## src/rtl/noc_credit_link_port.sv

```systemverilog
// noc_credit_link_port: valid/ready to valid/yummy credit-link endpoint, TX credit counter plus RX FWFT FIFO
module noc_credit_link_port #(
    parameter int WIDTH   = 64,
    parameter int CREDITS = 4,
    parameter int DEPTH   = 4
) (
    input  logic                         clk,
    input  logic                         rst,
    input  logic [WIDTH-1:0]             tx_data,
    input  logic                         tx_valid,
    output logic                         tx_ready,
    output logic [WIDTH-1:0]             link_out,
    output logic                         link_vld_out,
    input  logic                         link_yummy_in,
    input  logic [WIDTH-1:0]             link_in,
    input  logic                         link_vld_in,
    output logic                         link_yummy_out,
    output logic [WIDTH-1:0]             rx_data,
    output logic                         rx_valid,
    input  logic                         rx_ready,
    output logic [$clog2(CREDITS+1)-1:0] credit_cnt,
    output logic                         cred_err,
    output logic                         rx_ovf
);
    localparam int CW = $clog2(CREDITS+1);
    localparam int PW = $clog2(DEPTH);
    localparam int OW = $clog2(DEPTH+1);
    localparam logic [CW-1:0] CRED_MAX = CW'(CREDITS);
    localparam logic [PW-1:0] PTR_LAST = PW'(DEPTH-1);

    logic             tx_fire, pop, push, full;
    logic [PW-1:0]    rd_ptr, wr_ptr;
    logic [OW-1:0]    count;
    logic [WIDTH-1:0] mem [DEPTH];

    assign tx_ready = credit_cnt != '0;
    assign tx_fire  = tx_valid & tx_ready;
    assign rx_valid = count != '0;
    assign rx_data  = mem[rd_ptr];
    assign full     = count == OW'(DEPTH);
    assign pop      = rx_valid & rx_ready;
    // a pop on a full FIFO frees the slot the simultaneous push lands in
    assign push     = link_vld_in & (!full | pop);

    always_ff @(posedge clk or posedge rst) begin
        if (rst) begin
            credit_cnt   <= CRED_MAX;
            link_vld_out <= 1'b0;
            link_out     <= '0;
            cred_err     <= 1'b0;
        end else begin
            link_vld_out <= tx_fire;
            link_out     <= tx_fire ? tx_data : link_out;
            if (tx_fire && !link_yummy_in)
                credit_cnt <= credit_cnt - CW'(1);
            else if (link_yummy_in && !tx_fire && credit_cnt != CRED_MAX)
                credit_cnt <= credit_cnt + CW'(1);
            if (link_yummy_in && !tx_fire && credit_cnt == CRED_MAX)
                cred_err <= 1'b1;
        end
    end

    always_ff @(posedge clk or posedge rst) begin
        if (rst) begin
            rd_ptr         <= '0;
            wr_ptr         <= '0;
            count          <= '0;
            rx_ovf         <= 1'b0;
            link_yummy_out <= 1'b0;
        end else begin
            rd_ptr         <= pop ? (rd_ptr == PTR_LAST ? '0 : rd_ptr + PW'(1)) : rd_ptr;
            wr_ptr         <= push ? (wr_ptr == PTR_LAST ? '0 : wr_ptr + PW'(1)) : wr_ptr;
            count          <= count + OW'(push) - OW'(pop);
            rx_ovf         <= rx_ovf | (link_vld_in & full & !pop);
            link_yummy_out <= pop;
        end
    end

    always_ff @(posedge clk) begin
        if (push)
            mem[wr_ptr] <= link_in;
    end
endmodule

```

## config.mk

```make
export PLATFORM = sky130hd
export DESIGN_NAME = noc_credit_link_port
export DESIGN_NICKNAME = d
export VERILOG_FILES = /design/src/rtl/noc_credit_link_port.sv
export SDC_FILE = /design/constraint.sdc
export NUM_CORES = 1
export LEC_CHECK = 0
export BUFFER_PORTS_ARGS = -buffer_cell sky130_fd_sc_hd__buf_2
export CORE_MARGIN = 2
export CORE_UTILIZATION = 30
export DETAILED_ROUTE_END_ITERATION = 7
export HOLD_SLACK_MARGIN = 0.1
export PLACE_DENSITY = 0.6
export SYNTH_ARGS = -nofsm -noshare
export SYNTH_HDL_FRONTEND = slang
export SYNTH_SLANG_ARGS = --single-unit
```

## constraint.sdc

```tcl
create_clock -name clk -period 5.9 [get_ports clk]
set_input_delay 0.295 -clock clk [delete_from_list [all_inputs] [get_ports clk]]
set_output_delay 0.295 -clock clk [all_outputs]
set_load 0.05 [all_outputs]
```

==> results of run 1 <==
-- cell families (layout without fill, tap and decap cells) --
group	after synthesis	count (layout)	synth area share (%)
simple gates	22	22	1.105
mux	132	132	18.46
other cells	0	1	0
compound gates	9	9	0.5178
flops	334	334	76.71
buf+inv	38	490	1.912
xor+xnor	4	4	0.2788
fa+ha+maj	9	9	1.016
-- routing by layer --
layer / vias up / part of all wire, % / global-route usage (%)
met3: 34 / 8.3 / 4.824
li1: 3045 / - / -
met4: 0 / 1.7 / 3.793
met1: 3372 / 45 / 16.24
met5: - / 0 / 0
met2: 255 / 45 / 19.64
-- registers in the layout, indices dropped and copies added (netlist names) --
signal	cells
link_yummy_out	1
cred_err	1
rx_ovf	1
mem	256
count	3
link_out	64
rd_ptr	2
credit_cnt	3
link_vld_out	1
wr_ptr	2
-- worst max path at each step --
stage,from,end,slack [ns],cells after the start
2_1_floorplan,credit_cnt[0]$_DFFE_PP0P_,credit_cnt[2]$_DFFE_PP1P_,3.00,9
3_3_place_gp,credit_cnt[2]$_DFFE_PP1P_,credit_cnt[2]$_DFFE_PP1P_,2.85,7
3_5_place_dp,credit_cnt[2]$_DFFE_PP1P_,credit_cnt[2]$_DFFE_PP1P_,2.82,7
4_1_cts,rd_ptr[0]$_DFFE_PP0P_,rx_data[53],2.42,3
5_1_grt,rd_ptr[0]$_DFFE_PP0P_,rx_data[47],2.34,3
6_report,rd_ptr[0]$_DFFE_PP0P_,rx_data[32],2.64,3
-- metrics by stage --
stage	std cells	util [%]
after floorplan	548	-
after global placement	1333	35.19
after detailed placement	1333	35.19
after CTS	1532	41.29
after global routing	1533	41.29
final	1533	41.29
-- critical path: stages, from the launching register on --
cell and delay (ns):
dfrtp_4 0.84, buf_4 0.73, mux4_2 0.61, buf_2 0.23
-- cell type report --
cell class	count	share of cell area, %
Antenna cell	1	0.01474
Clock buffer	56	6.560
Clock inverter	11	0.4201
Inverter	14	0.3096
Multi-Input combinational cell	176	15.88
Sequential cell	334	56.84
Tap cell	532	3.921
Timing Repair Buffer	409	16.05
-- synth_stat cells, drive strengths merged, types with 2 or more instances --
master  number  area share [%]
edfxtp     256              61
dfrtp       77              15
mux2        68             7.0
mux4        64              11
buf         19             1.3
inv         14            0.42
ha           7            0.70
clkbuf       5            0.15
nor2         5            0.15
and2         4            0.20
nand2        3            0.15
and3         2            0.10
fa           2            0.32
nor4b        2            0.14
o21ai        2           0.080
or3          2            0.14
xnor2        2            0.14
xor2         2            0.14
-- power groups by stage --
stage / clock (mW) / combinational [mW] / sequential, mW
after floorplan: 0 / 2.42 / 4.04
after global placement: 0 / 3.85 / 3.50
after detailed placement: 0 / 3.88 / 3.51
after CTS: 2.30 / 3.95 / 3.48
after global routing: 2.39 / 4.08 / 3.54
final: 2.21 / 3.88 / 3.46
==> results.toml, run 1 <==
[critical_path]
setup.worst_path.end_class = "output pin"
reg2reg_depth = 7
regToRegEndpoint = "credit_cnt[2]$_DFFE_PP1P_"
critPathMaxFanout = 35
crit_arrival_ns = 2.97
path_class = "flip-flop to output pin"
r2r_start = "credit_cnt[2]$_DFFE_PP1P_"
required_ns = 5.61
rrSetupSlack_ns = 2.85
cp-start-kind = "flip-flop"

[power_and_ir_drop]
clkPwrFrac_pct = 23.2
p_seq_share_pct = 36.2
p_switching_mw = 3.869
ir_drop_mv = 0.3740
power_frac_comb_pct = 40.6
leakage_nw = 6.527
p_sw_share_pct = 40.48
p_int_mw = 5.688
power.total_mw = 9.557
p_per_area_nw_per_um2 = 563.0

[layout]
multiInputGateArea_um2 = 2696
mostFrequentLayoutCell = "buf_2"
drive_gt1_share_pct = 45.90
areaGrowthSynthToFinish_pct = 35.08
nets = 1116
fillerInstances = 3678
final_cell_area_um2 = 16980
layout_common_cells = "270 x buf_2, 256 x edfxtp_1, 132 x dlygate4sd3_1"
regArea_um2 = 9648

[synthesis]
avgSynthCellArea_um2 = 22.93
ys_types = 38
async_flop_share_pct = 23.35
synth_area_um2 = 12570
syn_nets = 691
synth_seq_cells = 334
synth_ff_type = "edfxtp_1"
yosysSeqAreaShare_pct = 76.71
netlist_instances = 548
synth_edf_count = 256
yosysWarnings = 0

[timing]
hold_viol = 0
hold-worst-slack_ns = 0.1692
slew_violations = 0
tightest_slew_ns = 1.062
slew_headroom_pct = 29.21
skew_ns = 0.01388
fin_setup_tns_ns = 0
postLayoutSetupSlackWorst_ns = 2.636
rsz0062_at_grt = "false"
min_period_over_period_pct = 55.31
setup_viol = 0
period_needed_ns = 3.264
fmax_mhz = 306.4

[clock_network]
cts_tree = "built"
clk_path_buf_depth = 3
clk_pin_slew_ns = 0.06
cts_buffers = 38
ctsResizeCount = 0
cts_max_level = 2
clock_latency_ns = 0.53
root_buffer = "clkbuf_16"
cts_sinks = 334
ctsHoldBuffers = 132
postCtsSetupRepairBufs = 0

[place]
gp_congestion = 0.7240
dp_hpwl_um = 16040
placed_area_um2 = 14470
portBuffers = 270
pre_cts_ws_ns = 2.823

[grt]
grt_pass1_wl_um = 42070
grt_max_degree = 67
grt_pass1_vias = 7388
track_usage_pct = 12.56
gr-total-overflow = 0
antenna_found_initial = 1

[route]
postRouteWirelength_um = 27300
first_iter_violations = 250
drtAntennaViolNets = 0
drc = 0
firstDrtPassIters = 4
via_count = 6706
wl_per_cell_um = 17.81
vias_per_cell = 4.374

[run_status]
status = "completed"

[min_path]
hp-class = "input pin to flip-flop"
holdPathEnd = "cred_err$_DFFE_PP0P_"
hp-start = "link_yummy_in"
holdPathStages = 2

[floorplan]
die-area_um2 = 43540
io_pins = 271
die_w_um = 208.7
num_rows = 74
core_area_um2 = 41110
die-height_um = 208.7
initial_core_util_pct = 30.57

[run]
max_cap_violations = 0
(Power assumes the default switching activity.)
==> run 2: changes to the inputs <==
==> constraint.sdc (replaced) <==
create_clock -name clk -period 3.1 [get_ports clk]
set_input_delay 0.155 -clock clk [delete_from_list [all_inputs] [get_ports clk]]
set_output_delay 0.155 -clock clk [all_outputs]
set_load 0.05 [all_outputs]
==> run 2 against run 1 <==
Clock power up 95%. Power up 93%. First-iteration DRC count up 9.2%.
==> results.toml, run 2 (synthesis results as in run 1) <==
[layout]
drive_gt1_share_pct = 46.94
regArea_um2 = 9648
antenna_cells = 0
largest_reg_flops = 256
top_register = "mem"
mostFrequentLayoutCell = "buf_2"
multiInputGateArea_um2 = 2696
final_cell_area_um2 = 17140
layout_common_cells = "270 x buf_2, 256 x edfxtp_1, 135 x dlygate4sd3_1"
areaGrowthSynthToFinish_pct = 36.40
fillerInstances = 3659
nets = 1125
reg_top3 = "mem: 256 flops, link_out: 64 flops"

[power_and_ir_drop]
clkPwrFrac_pct = 23.3
ir_drop_mv = 0.6051
p_switching_mw = 7.528
p_int_mw = 10.89
leakage_nw = 6.604
p_per_area_nw_per_um2 = 1074
power.total_mw = 18.42
p_sw_share_pct = 40.87
power_frac_comb_pct = 41.6
p_seq_share_pct = 35.0

[clock_network]
cts_sinks = 334
cts_tree = "built"
clock_latency_ns = 0.55
postCtsSetupRepairBufs = 0
clk_path_buf_depth = 3
cts_buffers = 38
root_buffer = "clkbuf_16"
clk_pin_slew_ns = 0.06
cts_max_level = 2

[timing]
hold_viol = 0
fin_setup_tns_ns = 0
slew_headroom_pct = 33.52
skew_ns = 0.02187
min_period_over_period_pct = 80.59
fmax_mhz = 400.3
rsz0062_at_grt = "false"
slew_violations = 0
period_needed_ns = 2.498
setup_viol = 0
tightest_slew_ns = 0.9972
hold-worst-slack_ns = 0.3623

[place]
dp_hpwl_um = 16440
placed_area_um2 = 14590
gp_congestion = 0.6978
portBuffers = 270

[grt]
track_usage_pct = 12.80
gr-total-overflow = 0
grt_pass1_vias = 7681
antenna_found_initial = 0
grt_pass1_wl_um = 43050
grt_max_degree = 79

[floorplan]
io_pins = 271
core_area_um2 = 41110
num_rows = 74
die-area_um2 = 43540
die_w_um = 208.7
die-height_um = 208.7
initial_core_util_pct = 30.57

[critical_path]
path_class = "flip-flop to output pin"
rrSetupSlack_ns = 0.77
cp-start-kind = "flip-flop"
crit_arrival_ns = 2.34
critPathMaxFanout = 29
setup.worst_path.end_class = "output pin"
required_ns = 2.94

[route]
firstDrtPassIters = 6
drtAntennaViolNets = 0
vias_per_cell = 4.414
first_iter_violations = 273
postRouteWirelength_um = 27510
drc = 0
via_count = 6815
wl_per_cell_um = 17.82

[min_path]
hp-class = "input pin to flip-flop"

[run_status]
status = "completed"

[run]
max_cap_violations = 0
run 2: path summary, 6_finish.rpt:
check                                          start                        end  cells past startpoint
max                            rd_ptr[0]$_DFFE_PP0P_                rx_data[12]                      3
min                                       link_in[0]        mem[1][0]$_DFFE_PP_                      2
max reg2reg                credit_cnt[2]$_DFFE_PP1P_  credit_cnt[2]$_DFFE_PP1P_                      7
min reg2reg                 link_out[33]$_DFFE_PP0P_   link_out[33]$_DFFE_PP0P_                      1
max in group asynchronous                        rst      rd_ptr[1]$_DFFE_PP0P_                      4
min in group asynchronous                        rst   link_out[32]$_DFFE_PP0P_                      4
run 2: area by class of cell:
type	instances	area share [%]
Sequential cell	334	56.28
Timing Repair Buffer	418	16.77
Multi-Input combinational cell	176	15.73
Clock buffer	44	5.679
Tap cell	532	3.883
Clock inverter	26	1.343
Inverter	14	0.3066
run 2: critical path: stages, from the launching register on:
cell and delay, ns:
dfrtp_4 0.42, buf_4 0.47, mux4_2 0.61, buf_2 0.24
run 2: repair_timing:
action	4_1_cts	5_1_grt
gates resized for setup	0	0
hold endpoints to repair	404	0
hold buffers	135	0
run 2: per-stage QoR:
stage	setup WS [ns]	cells	utilization, %
6_report	0.6018	1544	41.70
5_1_grt	0.4449	1544	41.70
4_1_cts	0.4948	1544	41.70
3_5_place_dp	0.7902	1339	35.48
3_3_place_gp	0.8211	1339	35.48
2_1_floorplan	0.1995	548	-
run 2: power groups by stage:
stage | Combinational [mW] | Clock [mW] | Sequential, mW
6_report | 7.67 | 4.30 | 6.45
2_1_floorplan | 4.61 | 0 | 7.69
4_1_cts | 7.80 | 4.47 | 6.46
3_3_place_gp | 7.61 | 0 | 6.50
3_5_place_dp | 7.64 | 0 | 6.53
5_1_grt | 8.07 | 4.64 | 6.58
run 2: layer usage:
metal | vias to the layer above | part of all wire, % | global-route usage (%) | wire length, um
li1 | 3074 | - | - | -
met1 | 3432 | 42 | 15.65 | 11470
met2 | 263 | 48 | 21.05 | 13090
met3 | 46 | 8.1 | 4.208 | 2236
met4 | 0 | 2.6 | 5.074 | 719
met5 | - | 0 | 0 | 0
